==> config.mk <==
export PLATFORM = sky130hd
export DESIGN_NAME = rs_decode_issue
export DESIGN_NICKNAME = d
export VERILOG_FILES = /design/src/rtl/rs_decode_issue.sv
export SDC_FILE = /design/constraint.sdc
export NUM_CORES = 1
export LEC_CHECK = 0
export CORE_MARGIN = 1.5
export CORE_UTILIZATION = 50
export CTS_BUF_LIST = sky130_fd_sc_hd__clkbuf_4 sky130_fd_sc_hd__clkbuf_8
export DETAILED_ROUTE_END_ITERATION = 12
export PLACE_DENSITY = 0.86
export SETUP_SLACK_MARGIN = 0.2
export SYNTH_ARGS = -nofsm -noshare
export SYNTH_HDL_FRONTEND = slang
export SYNTH_SLANG_ARGS = --single-unit
==> constraint.sdc <==
create_clock -name Clk -period 4.05 [get_ports Clk]
set_input_delay 0.81 -clock Clk [delete_from_list [all_inputs] [get_ports Clk]]
set_output_delay 0.81 -clock Clk [all_outputs]
set_load 0.01 [all_outputs]
==> src/rtl/rs_decode_issue.sv <==
// -----------------------------------------------------------------------------
// rs_decode_issue
//
// Registered, handshaked decode/issue stage between one reservation-station
// output and one ALU lane. An accepted RS entry is decoded into ALU operands
// and control, which appear on the registered outputs one cycle later and
// hold until out_ready. beq/bne are resolved from the entry's own operands
// and reported as a one-cycle br_valid pulse. lw hits write back directly the
// cycle after acceptance; lw misses are queued in an in-order miss FIFO,
// requested from memory by a two-state FSM, and written back in request order
// as mem_resp_valid data returns.
//
// Optional build macro: RS_DECODE_SHIFT_EN
//   Defined   : R-type sll/srl/sra decode to 1001/1010/1011 with src_a=rt and
//               src_b = zero-extended shamt (rd/imm[10:6]).
//   Undefined : those functs decode as 0000 with normal R-type operands.
//
// Ports
//   Clk, Reset                 clock, synchronous active-high reset
//   in_valid/in_ready/in_entry RS entry handshake; entry fields MSB->LSB:
//                              {flag, tag, op, rs_flag, rs, rt_flag, rt,
//                               rdimm_flag, rd/imm, funct}
//   cache_hit/cache_data       combinational cache lookup for cache_addr
//   cache_addr                 rs + imm of the presented entry
//   out_valid/out_ready        ALU issue handshake
//   alu_ctrl,src_a,src_b,dest,reg_write  registered ALU operands/control
//   br_valid/br_taken/br_tag   branch resolution pulse
//   mem_req_valid/ready/addr   lw-miss request to memory
//   mem_resp_valid/data        in-order lw-miss data from memory
//   wb_valid/wb_dest/wb_data   load writeback pulse
// -----------------------------------------------------------------------------
module rs_decode_issue #(
  parameter  int DATA_W     = 32,
  parameter  int TAG_W      = 32,
  parameter  int MISS_DEPTH = 4,
  localparam int ENTRY_W    = 1 + TAG_W + 6 + 1 + DATA_W + 1 + DATA_W + 1 + DATA_W + 6
) (
  input  logic               Clk,
  input  logic               Reset,
  input  logic               in_valid,
  output logic               in_ready,
  input  logic [ENTRY_W-1:0] in_entry,
  input  logic               cache_hit,
  input  logic [DATA_W-1:0]  cache_data,
  output logic [DATA_W-1:0]  cache_addr,
  output logic               out_valid,
  input  logic               out_ready,
  output logic [3:0]         alu_ctrl,
  output logic [DATA_W-1:0]  src_a,
  output logic [DATA_W-1:0]  src_b,
  output logic [DATA_W-1:0]  dest,
  output logic               reg_write,
  output logic               br_valid,
  output logic               br_taken,
  output logic [TAG_W-1:0]   br_tag,
  output logic               mem_req_valid,
  input  logic               mem_req_ready,
  output logic [DATA_W-1:0]  mem_req_addr,
  input  logic               mem_resp_valid,
  input  logic [DATA_W-1:0]  mem_resp_data,
  output logic               wb_valid,
  output logic [DATA_W-1:0]  wb_dest,
  output logic [DATA_W-1:0]  wb_data
);

  localparam int PTR_W = $clog2(MISS_DEPTH);
  localparam int CNT_W = PTR_W + 1;

  localparam logic [5:0] OP_RTYPE = 6'b000000;
  localparam logic [5:0] OP_BEQ   = 6'b000100;
  localparam logic [5:0] OP_BNE   = 6'b000101;
  localparam logic [5:0] OP_ADDI  = 6'b001000;
  localparam logic [5:0] OP_ADDIU = 6'b001001;
  localparam logic [5:0] OP_SLTI  = 6'b001010;
  localparam logic [5:0] OP_SLTIU = 6'b001011;
  localparam logic [5:0] OP_ANDI  = 6'b001100;
  localparam logic [5:0] OP_ORI   = 6'b001101;
  localparam logic [5:0] OP_XORI  = 6'b001110;
  localparam logic [5:0] OP_LUI   = 6'b001111;
  localparam logic [5:0] OP_LW    = 6'b100011;
  localparam logic [5:0] OP_SW    = 6'b101011;

  typedef struct packed {
    logic              flag;
    logic [TAG_W-1:0]  tag;
    logic [5:0]        op;
    logic              rs_flag;
    logic [DATA_W-1:0] rs;
    logic              rt_flag;
    logic [DATA_W-1:0] rt;
    logic              rdimm_flag;
    logic [DATA_W-1:0] rdimm;
    logic [5:0]        funct;
  } rs_entry_t;

  typedef enum logic {S_IDLE, S_REQ} miss_state_e;

  rs_entry_t ent;
  assign ent        = in_entry;
  assign cache_addr = ent.rs + ent.rdimm;

  // ---------------------------------------------------------------------------
  // Decode of the presented entry
  // ---------------------------------------------------------------------------
  logic              dec_issue, dec_rw, is_branch, is_lw, br_taken_c;
  logic [3:0]        dec_alu;
  logic [DATA_W-1:0] dec_a, dec_b, dec_dest;

  // NOTE: every signal written in an always_comb gets a default first, so no
  // path through the case statements can leave it unassigned and infer a latch.
  always_comb begin
    dec_issue = 1'b1;
    dec_alu   = 4'b0000;
    dec_a     = ent.rs;
    dec_b     = ent.rdimm;
    dec_dest  = ent.rt;
    dec_rw    = 1'b0;
    is_branch = 1'b0;
    is_lw     = 1'b0;
    unique case (ent.op)
      OP_RTYPE: begin
        dec_b    = ent.rt;
        dec_dest = ent.rdimm;
        dec_rw   = 1'b1;
        case (ent.funct)
          6'b100000, 6'b100001: dec_alu = 4'b0010;
          6'b100010, 6'b100011: dec_alu = 4'b0110;
          6'b100100:            dec_alu = 4'b0000;
          6'b100101:            dec_alu = 4'b0001;
          6'b100110:            dec_alu = 4'b0011;
          6'b100111:            dec_alu = 4'b0100;
          6'b101010:            dec_alu = 4'b0111;
          6'b101011:            dec_alu = 4'b0101;
`ifdef RS_DECODE_SHIFT_EN
          // Shifts operate on rt by the shamt field sitting just above funct.
          6'b000000, 6'b000010, 6'b000011: begin
            dec_alu = (ent.funct == 6'b000000) ? 4'b1001 :
                      (ent.funct == 6'b000010) ? 4'b1010 : 4'b1011;
            dec_a   = ent.rt;
            dec_b   = {{(DATA_W-5){1'b0}}, ent.rdimm[10:6]};
          end
`endif
          default:              dec_alu = 4'b0000;
        endcase
      end
      OP_BEQ, OP_BNE: begin
        dec_alu   = 4'b0110;
        dec_b     = ent.rt;
        dec_dest  = ent.rdimm;
        is_branch = 1'b1;
      end
      OP_ADDI, OP_ADDIU: begin dec_alu = 4'b0010; dec_rw = 1'b1; end
      OP_SLTI:           begin dec_alu = 4'b0111; dec_rw = 1'b1; end
      OP_SLTIU:          begin dec_alu = 4'b0101; dec_rw = 1'b1; end
      OP_ANDI:           begin dec_alu = 4'b0000; dec_rw = 1'b1; end
      OP_ORI:            begin dec_alu = 4'b0001; dec_rw = 1'b1; end
      OP_XORI:           begin dec_alu = 4'b0011; dec_rw = 1'b1; end
      OP_LUI:            begin dec_alu = 4'b1000; dec_rw = 1'b1; end
      OP_SW:             dec_alu = 4'b0010;
      OP_LW: begin
        dec_issue = 1'b0;
        is_lw     = 1'b1;
      end
      default: ;
    endcase
  end

  // Branch outcome is taken from the entry itself, not from registered state.
  assign br_taken_c = (ent.op == OP_BNE) ? (ent.rs != ent.rt) : (ent.rs == ent.rt);

  // ---------------------------------------------------------------------------
  // Acceptance
  // ---------------------------------------------------------------------------
  miss_state_e       state_q, state_d;
  logic [CNT_W-1:0]  count_q, count_d;
  logic [PTR_W-1:0]  wr_ptr_q, wr_ptr_d, rd_ptr_q, rd_ptr_d;
  logic              out_valid_q, out_valid_d;
  logic              fifo_full, fifo_empty, lw_hit, lw_miss, accept, push, pop;

  assign fifo_full  = (count_q == CNT_W'(MISS_DEPTH));
  assign fifo_empty = (count_q == '0);
  assign lw_hit     = is_lw && cache_hit;
  assign lw_miss    = is_lw && !cache_hit;

  // A lw hit yields to a same-cycle memory response for the writeback port.
  assign in_ready = !(out_valid_q && !out_ready)
                 && !(lw_miss && (fifo_full || state_q != S_IDLE))
                 && !(lw_hit && mem_resp_valid);
  assign accept   = in_valid && in_ready && ent.flag;
  assign push     = accept && lw_miss;
  assign pop      = mem_resp_valid && !fifo_empty;

  // ---------------------------------------------------------------------------
  // Next-state logic
  // ---------------------------------------------------------------------------
  logic [3:0]        alu_ctrl_q, alu_ctrl_d;
  logic [DATA_W-1:0] src_a_q, src_a_d, src_b_q, src_b_d, dest_q, dest_d;
  logic              reg_write_q, reg_write_d;
  logic              br_valid_q, br_valid_d, br_taken_q, br_taken_d;
  logic [TAG_W-1:0]  br_tag_q, br_tag_d;
  logic [DATA_W-1:0] req_addr_q, req_addr_d;
  logic              wb_valid_q, wb_valid_d;
  logic [DATA_W-1:0] wb_dest_q, wb_dest_d, wb_data_q, wb_data_d;
  logic              err_q, err_d;
  logic [DATA_W-1:0] fifo_mem [MISS_DEPTH];

  always_comb begin
    // ALU issue register: hold until consumed, reload on an issuing accept.
    out_valid_d = out_valid_q && !out_ready;
    alu_ctrl_d  = alu_ctrl_q;
    src_a_d     = src_a_q;
    src_b_d     = src_b_q;
    dest_d      = dest_q;
    reg_write_d = reg_write_q;
    if (accept && dec_issue) begin
      out_valid_d = 1'b1;
      alu_ctrl_d  = dec_alu;
      src_a_d     = dec_a;
      src_b_d     = dec_b;
      dest_d      = dec_dest;
      reg_write_d = dec_rw;
    end

    br_valid_d = accept && is_branch;
    br_taken_d = br_taken_q;
    br_tag_d   = br_tag_q;
    if (accept && is_branch) begin
      br_taken_d = br_taken_c;
      br_tag_d   = ent.tag;
    end

    // Miss FIFO bookkeeping; a push and pop together leave the count alone.
    wr_ptr_d = push ? wr_ptr_q + PTR_W'(1) : wr_ptr_q;
    rd_ptr_d = pop  ? rd_ptr_q + PTR_W'(1) : rd_ptr_q;
    count_d  = count_q;
    if (push && !pop)      count_d = count_q + CNT_W'(1);
    else if (!push && pop) count_d = count_q - CNT_W'(1);
    err_d = err_q || (mem_resp_valid && fifo_empty);

    // Writeback: memory responses and lw hits never coincide (see in_ready).
    wb_valid_d = pop || (accept && lw_hit);
    wb_dest_d  = wb_dest_q;
    wb_data_d  = wb_data_q;
    if (pop) begin
      wb_dest_d = fifo_mem[rd_ptr_q];
      wb_data_d = mem_resp_data;
    end else if (accept && lw_hit) begin
      wb_dest_d = ent.rt;
      wb_data_d = cache_data;
    end

    state_d    = state_q;
    req_addr_d = req_addr_q;
    unique case (state_q)
      S_IDLE: if (push) begin
        state_d    = S_REQ;
        req_addr_d = cache_addr;
      end
      S_REQ:  if (mem_req_ready) state_d = S_IDLE;
      default: state_d = S_IDLE;
    endcase
  end

  // ---------------------------------------------------------------------------
  // State registers
  // ---------------------------------------------------------------------------
  // NOTE: sequential state uses non-blocking assignments so every flop samples
  // the pre-edge value of its inputs regardless of statement order.
  always_ff @(posedge Clk) begin
    if (Reset) begin
      state_q     <= S_IDLE;
      count_q     <= '0;
      wr_ptr_q    <= '0;
      rd_ptr_q    <= '0;
      err_q       <= 1'b0;
      out_valid_q <= 1'b0;
      alu_ctrl_q  <= '0;
      src_a_q     <= '0;
      src_b_q     <= '0;
      dest_q      <= '0;
      reg_write_q <= 1'b0;
      br_valid_q  <= 1'b0;
      br_taken_q  <= 1'b0;
      br_tag_q    <= '0;
      req_addr_q  <= '0;
      wb_valid_q  <= 1'b0;
      wb_dest_q   <= '0;
      wb_data_q   <= '0;
    end else begin
      state_q     <= state_d;
      count_q     <= count_d;
      wr_ptr_q    <= wr_ptr_d;
      rd_ptr_q    <= rd_ptr_d;
      err_q       <= err_d;
      out_valid_q <= out_valid_d;
      alu_ctrl_q  <= alu_ctrl_d;
      src_a_q     <= src_a_d;
      src_b_q     <= src_b_d;
      dest_q      <= dest_d;
      reg_write_q <= reg_write_d;
      br_valid_q  <= br_valid_d;
      br_taken_q  <= br_taken_d;
      br_tag_q    <= br_tag_d;
      req_addr_q  <= req_addr_d;
      wb_valid_q  <= wb_valid_d;
      wb_dest_q   <= wb_dest_d;
      wb_data_q   <= wb_data_d;
    end
  end

  // NOTE: the FIFO storage has no reset; the count and pointers alone define
  // which slots are valid, so stale contents are never observed.
  always_ff @(posedge Clk) begin
    if (push) fifo_mem[wr_ptr_q] <= ent.rt;
  end

  assign out_valid     = out_valid_q;
  assign alu_ctrl      = alu_ctrl_q;
  assign src_a         = src_a_q;
  assign src_b         = src_b_q;
  assign dest          = dest_q;
  assign reg_write     = reg_write_q;
  assign br_valid      = br_valid_q;
  assign br_taken      = br_taken_q;
  assign br_tag        = br_tag_q;
  assign mem_req_valid = (state_q == S_REQ);
  assign mem_req_addr  = req_addr_q;
  assign wb_valid      = wb_valid_q;
  assign wb_dest       = wb_dest_q;
  assign wb_data       = wb_data_q;

  // Operand-ready flags and the orphan-response flag are not consumed here.
  logic unused_sink;
  assign unused_sink = ^{ent.rs_flag, ent.rt_flag, ent.rdimm_flag, err_q};

endmodule

## Word level (Yosys, flattened, before mapping)

Memory sizes are Yosys's and may differ from the RTL's. A register that Yosys moved wholly into a read port is not among the register bits.
Cells that the tools add are included.

- Bits in registers: 241
- Memory bits (writable): 128
- Memories kept: 1

Memory list:

| name | depth | width | rd ports | clocked after memory_dff | write ports | line | source |
|---|---|---|---|---|---|---|---|
| fifo_mem | 4 | 32 | 1 | 1 | 1 | 205 | `logic [DATA_W-1:0] fifo_mem [MISS_DEPTH];` |

- Add/subtract/negate cells: 5
- Equality and inequality tests: 24
- Mux-type cells: 22
- Bitwise gates (word level): 1
- Reductions and logical operators: 37

Operators by type and width:

| kind | count |
|---|---|
| $mux W32 | 6 |
| $eq A6 B6 Y1 const B | 11 |
| $eq A6 B4 Y1 const B | 8 |
| $add A32 B32 Y32 | 1 |
| $eq A32 B32 Y1 | 1 |
| $ne A32 B32 Y1 | 1 |
| $pmux W4 S8 | 1 |
| $pmux W3 S7 | 1 |
| $logic_and A1 B1 Y1 | 16 |
| $eq A6 B3 Y1 const B | 2 |
| $mux W1 | 9 |
| $reduce_or A9 Y1 | 1 |
| $logic_not A1 Y1 | 8 |
| $logic_not A6 Y1 | 1 |
| $mux W3 | 2 |
| $reduce_or A2 Y1 | 3 |
| $reduce_or A3 Y1 | 2 |
| $add A2 B1 Y2 const B | 2 |
| $mux W2 | 2 |
| $reduce_bool A2 Y1 | 2 |
| $add A3 B1 Y3 const B | 1 |
| $eq A3 B3 Y1 const B | 1 |
| $logic_not A3 Y1 | 1 |
| $sub A3 B1 Y3 const B | 1 |
| other kinds (4) | 5 |

## Longest topological paths before layout

Gate-level depths: netlist of the first run.

- Depth in word-level cells: 14
- Depth in mapped cells: 13
- Mapped depth without buffers: 11

## Worst setup path after synthesis of the first run

OpenSTA, ideal clock, no wires.

- Path kind: input -> output
- From: input in_entry[6]
- To: output cache_addr[24]
- Arrival time: 2.902 ns
- Data required time: 3.240 ns
- Path slack: 0.338 ns
- Cell stages on the path: 10
- Buffers on the path: 0
- Cell sequence: ha_1 > inv_1 > fa_1 > and2b_1 > o2111ai_1 > a31o_2 > a311o_1 > a21o_1 > and3_1 > nor2_1

- Cells in the longest elaborated chain, start to end: 1

Ends and longest elaborated chain:

| what | line | source |
|---|---|---|
| from (decl) | 42 | `input logic [ENTRY_W-1:0] in_entry,` |
| $add A32 B32 Y32 | 100 | `assign cache_addr = ent.rs + ent.rdimm;` |
| to (decl) | 45 | `output logic [DATA_W-1:0] cache_addr,` |

Every way passes these cells.

## Final worst setup path of the first run

Same ends and word-level chain as after synthesis.

==> impl_metrics.toml, run 1 <==
[logic_synthesis]
avgSynthCellArea_um2 = 10.4
synth_enable_flop_cells = 128
syn_area_mm2 = 0.0168
yosys_warnings = 0
yosysUniqueCellTypes = 67
synth_ff_type = "dfxtp_1"
ys_ff_latch = 371
postSynthCellCount = 1617
synth_seq_area_share_pct = 51.9
synth_nets = 1870
synth_async_sr_flop_share_pct = 0

[floorplan]
initial_core_util_pct = 51.2
core_area_mm2 = 0.0328
io_pins = 482
dieArea_mm2 = 0.0347
die_w_um = 186
rows = 66
dieHeight_um = 186

[final_layout]
final_core_util_pct = 78.0
layout_commonest_cell = "clkdlybuf4s50_1"
fin_nets = 2539
nFillCells = 2077
layout_common_cells = "401 x clkdlybuf4s50_1, 242 x dfxtp_1, 234 x buf_4"
drive_above_1_share_pct = 21.7
syn2layout_area_growth_pct = 52.3
regArea_mm2 = 0.00871
multi_input_area_mm2 = 0.00823

[power]
p_comb_share_pct = 33.0
p_int_mw = 8.14
total_leakage_power_nw = 10.3
p_seq_share_pct = 38.3
ir_drop_mv = 0.318
clkPwrFrac_pct = 28.7
power_mw = 11.8
p_per_area_mw_per_mm2 = 463
p_sw_mw = 3.70
power.share.switching_pct = 31.3

[sta]
hold-worst-slack_ns = 0.456
fin_skew_ns = 0.0583
finalCritPeriodShare_pct = 98.3
report.final.setup_viol = 0
slew_violations = 0
finalCriticalPeriod_ns = 3.98
max_freq_mhz = 251
setup_ws_ns = 0.0704
tns_ns = 0
hold_viol_final = 0
worst_slew_pin_slew_ns = 1.13
slew_headroom_pct = 24.6
rsz0062_at_grt = "yes"

[placement]
pre_cts_ws_ns = -0.863
gp_congestion = 0.966
dp_hpwl_um = 44200
port_buffers = 478

[cts]
clk_latency_ns = 0.63
ctsRootBufferMaster = "clkbuf_8"
cts_tree = "done"
path_clk_slew_ns = 0.06
htreeDepth = 2
numClockSinks = 371
holdBufCountCts = 0
clk_path_buf_depth = 3
cts_made_buffers = 59

[hold_path]
hold_path.class = "register to register"
hold-path-endpoint = "br_tag[14]"
min_path_cells = 2
hp-start = "br_tag[14]"

[detailed_routing]
drtIter0Drc = 1232
detail-route-antenna-nets = 0
num_vias = 15800
wire_per_inst_um = 22.0
wirelength_um = 61200
drtPass1Iterations = 5
viasPerCell = 5.68
drcViolationCount = 0

[global_routing]
overflow = 0
grt_max_degree = 103
antenna_found_initial = 10
grt_pass1_vias = 15700
grt.total_usage_pct = 33.8
grt_pass1_wl_um = 88300

[status]
outcome = "finished, final reports clean"

[worst_setup_path]
r2r-end = "count_q[2]"
worstPathMaxFanout = 2
path_class = "input pin to output pin"
cp.required_ns = 3.24
worstPathCellList = "buf_8, ha_4, inv_2, fa_2, and2b_1, o2111ai_2, a31o_2, a311o_1, buf_4, a21o_1, and3_4, nor2_1, buf_2"
slowest_stage = "a311o_1"
r2r_start = "count_q[0]"
path_buf_inv = 4
reg2reg_slack_ns = 1.53
end_kind = "output pin"
start_kind = "input pin"
reg2reg_depth = 10
critPathMaxStageDelay_ns = 0.39
crit_arrival_ns = 3.17
critical_path.top_delay_family = "compound AO/OA/AOI/OAI gates"

[flow_run]
maxCapViolCount = 0
final cells by class:
cell class	instances	area share [%]
clock inverter	29	0.905
antenna	10	0.0979
clock buffer	82	4.07
sequential	371	34.1
multi-input combinational	1105	32.2
tap	442	2.16
timing repair buffer	726	26.2
inverter	23	0.338
repair_timing:
item,4_1_cts,5_1_grt
hold endpoints to repair,0,0
gates resized for setup,210,50
setup endpoints to repair,28,27
setup buffers,15,5
pin swaps,45,23
synthesized netlist by cell type, drive strengths merged (4+ instances only):
library cell	number	area, um^2
mux4	32	721
or3	7	48.8
edfxtp	128	3840
nor2b	4	25.0
nor3	8	40.0
dfxtp	243	4860
nand4	8	50.1
inv	23	86.3
nor2	175	657
nand2b	8	50.1
ha	36	450
o21a	5	37.5
buf	21	98.8
and2	8	50.1
o21ai	37	185
xor2	43	377
nor4	11	68.8
a31oi	11	68.8
a211oi	137	1030
xnor2	23	201
o211ai	5	37.5
nand3	18	90.1
mux2i	132	1320
clkbuf	97	364
nand2	197	739
a21oi	117	586
a21o	17	128
o211a	4	40.0
and3	10	62.6
worst register-to-register path, stage by stage, from the launching register on:
cell	delay (ns)
dfxtp_1	0.47
nor2_1	0.09
a211o_1	0.31
or2_1	0.25
inv_2	0.07
ha_1	0.18
inv_1	0.06
fa_1	0.38
xor2_1	0.19
or3_1	0.31
a21oi_1	0.14
sequential cells by signal (all words and copies together), names as in the netlist, 2 cells and up, named ones only:
name / count
fifo_mem: 128
wb_data: 32
alu_ctrl: 4
wr_ptr_q: 2
src_b: 32
count_q: 3
mem_req_addr: 32
wb_dest: 32
dest: 32
src_a: 32
rd_ptr_q: 2
br_tag: 32
routing by layer:
layer	routed length, um	part of all wire, %	global-route usage [%]	up-vias
li1	-	-	-	7251
met1	22700	37	39.9	7549
met5	12	0.020	0	-
met3	6210	10	9.87	187
met4	3330	5.4	18.5	2
met2	29000	47	55.7	834
per-stage QoR:
stage | area, um^2 | instances
floorplan | 16800 | 1617
global placement | 23600 | 2647
detailed placement | 23600 | 2647
CTS | 25300 | 2773
global route | 25600 | 2786
finish | 25600 | 2788
power groups by stage:
stage	sequential [mW]	combinational, mW	clock [mW]
floorplan	4.72	1.63	0
global placement	4.57	3.67	0
detailed placement	4.61	3.77	0
CTS	4.54	3.86	3.42
global route	4.58	4.17	3.59
finish	4.53	3.91	3.40
cell families (layout without fill, tap and decap cells):
logic type,Yosys count,in the layout,synth area share [%]
simple gates,473,473,12.2
flops,371,371,51.9
compound gates,364,364,14.2
mux,164,164,12.2
buf+inv,141,860,3.27
xor+xnor,66,66,3.44
fa+ha+maj,38,38,2.92
other cells,0,10,0
how the worst max path moves through the flow:
stage	cells after the start	startpoint	slack (ns)	end
global placement	12	in_entry[6]	-0.87	cache_addr[24]
floorplan	10	in_entry[6]	0.34	cache_addr[24]
CTS	13	in_entry[24]	0.06	cache_addr[24]
finish	13	in_entry[6]	0.07	cache_addr[24]
detailed placement	12	in_entry[6]	-0.86	cache_addr[24]
global route	13	in_entry[6]	0.03	cache_addr[24]
Power figures use the tool's default switching activity.
==> inputs of run 2 (changes only) <==
SLEW_MARGIN = 10   (was default)
==> results of run 2 <==
The final DEF is identical to that of run 1; final timing and power are the same.
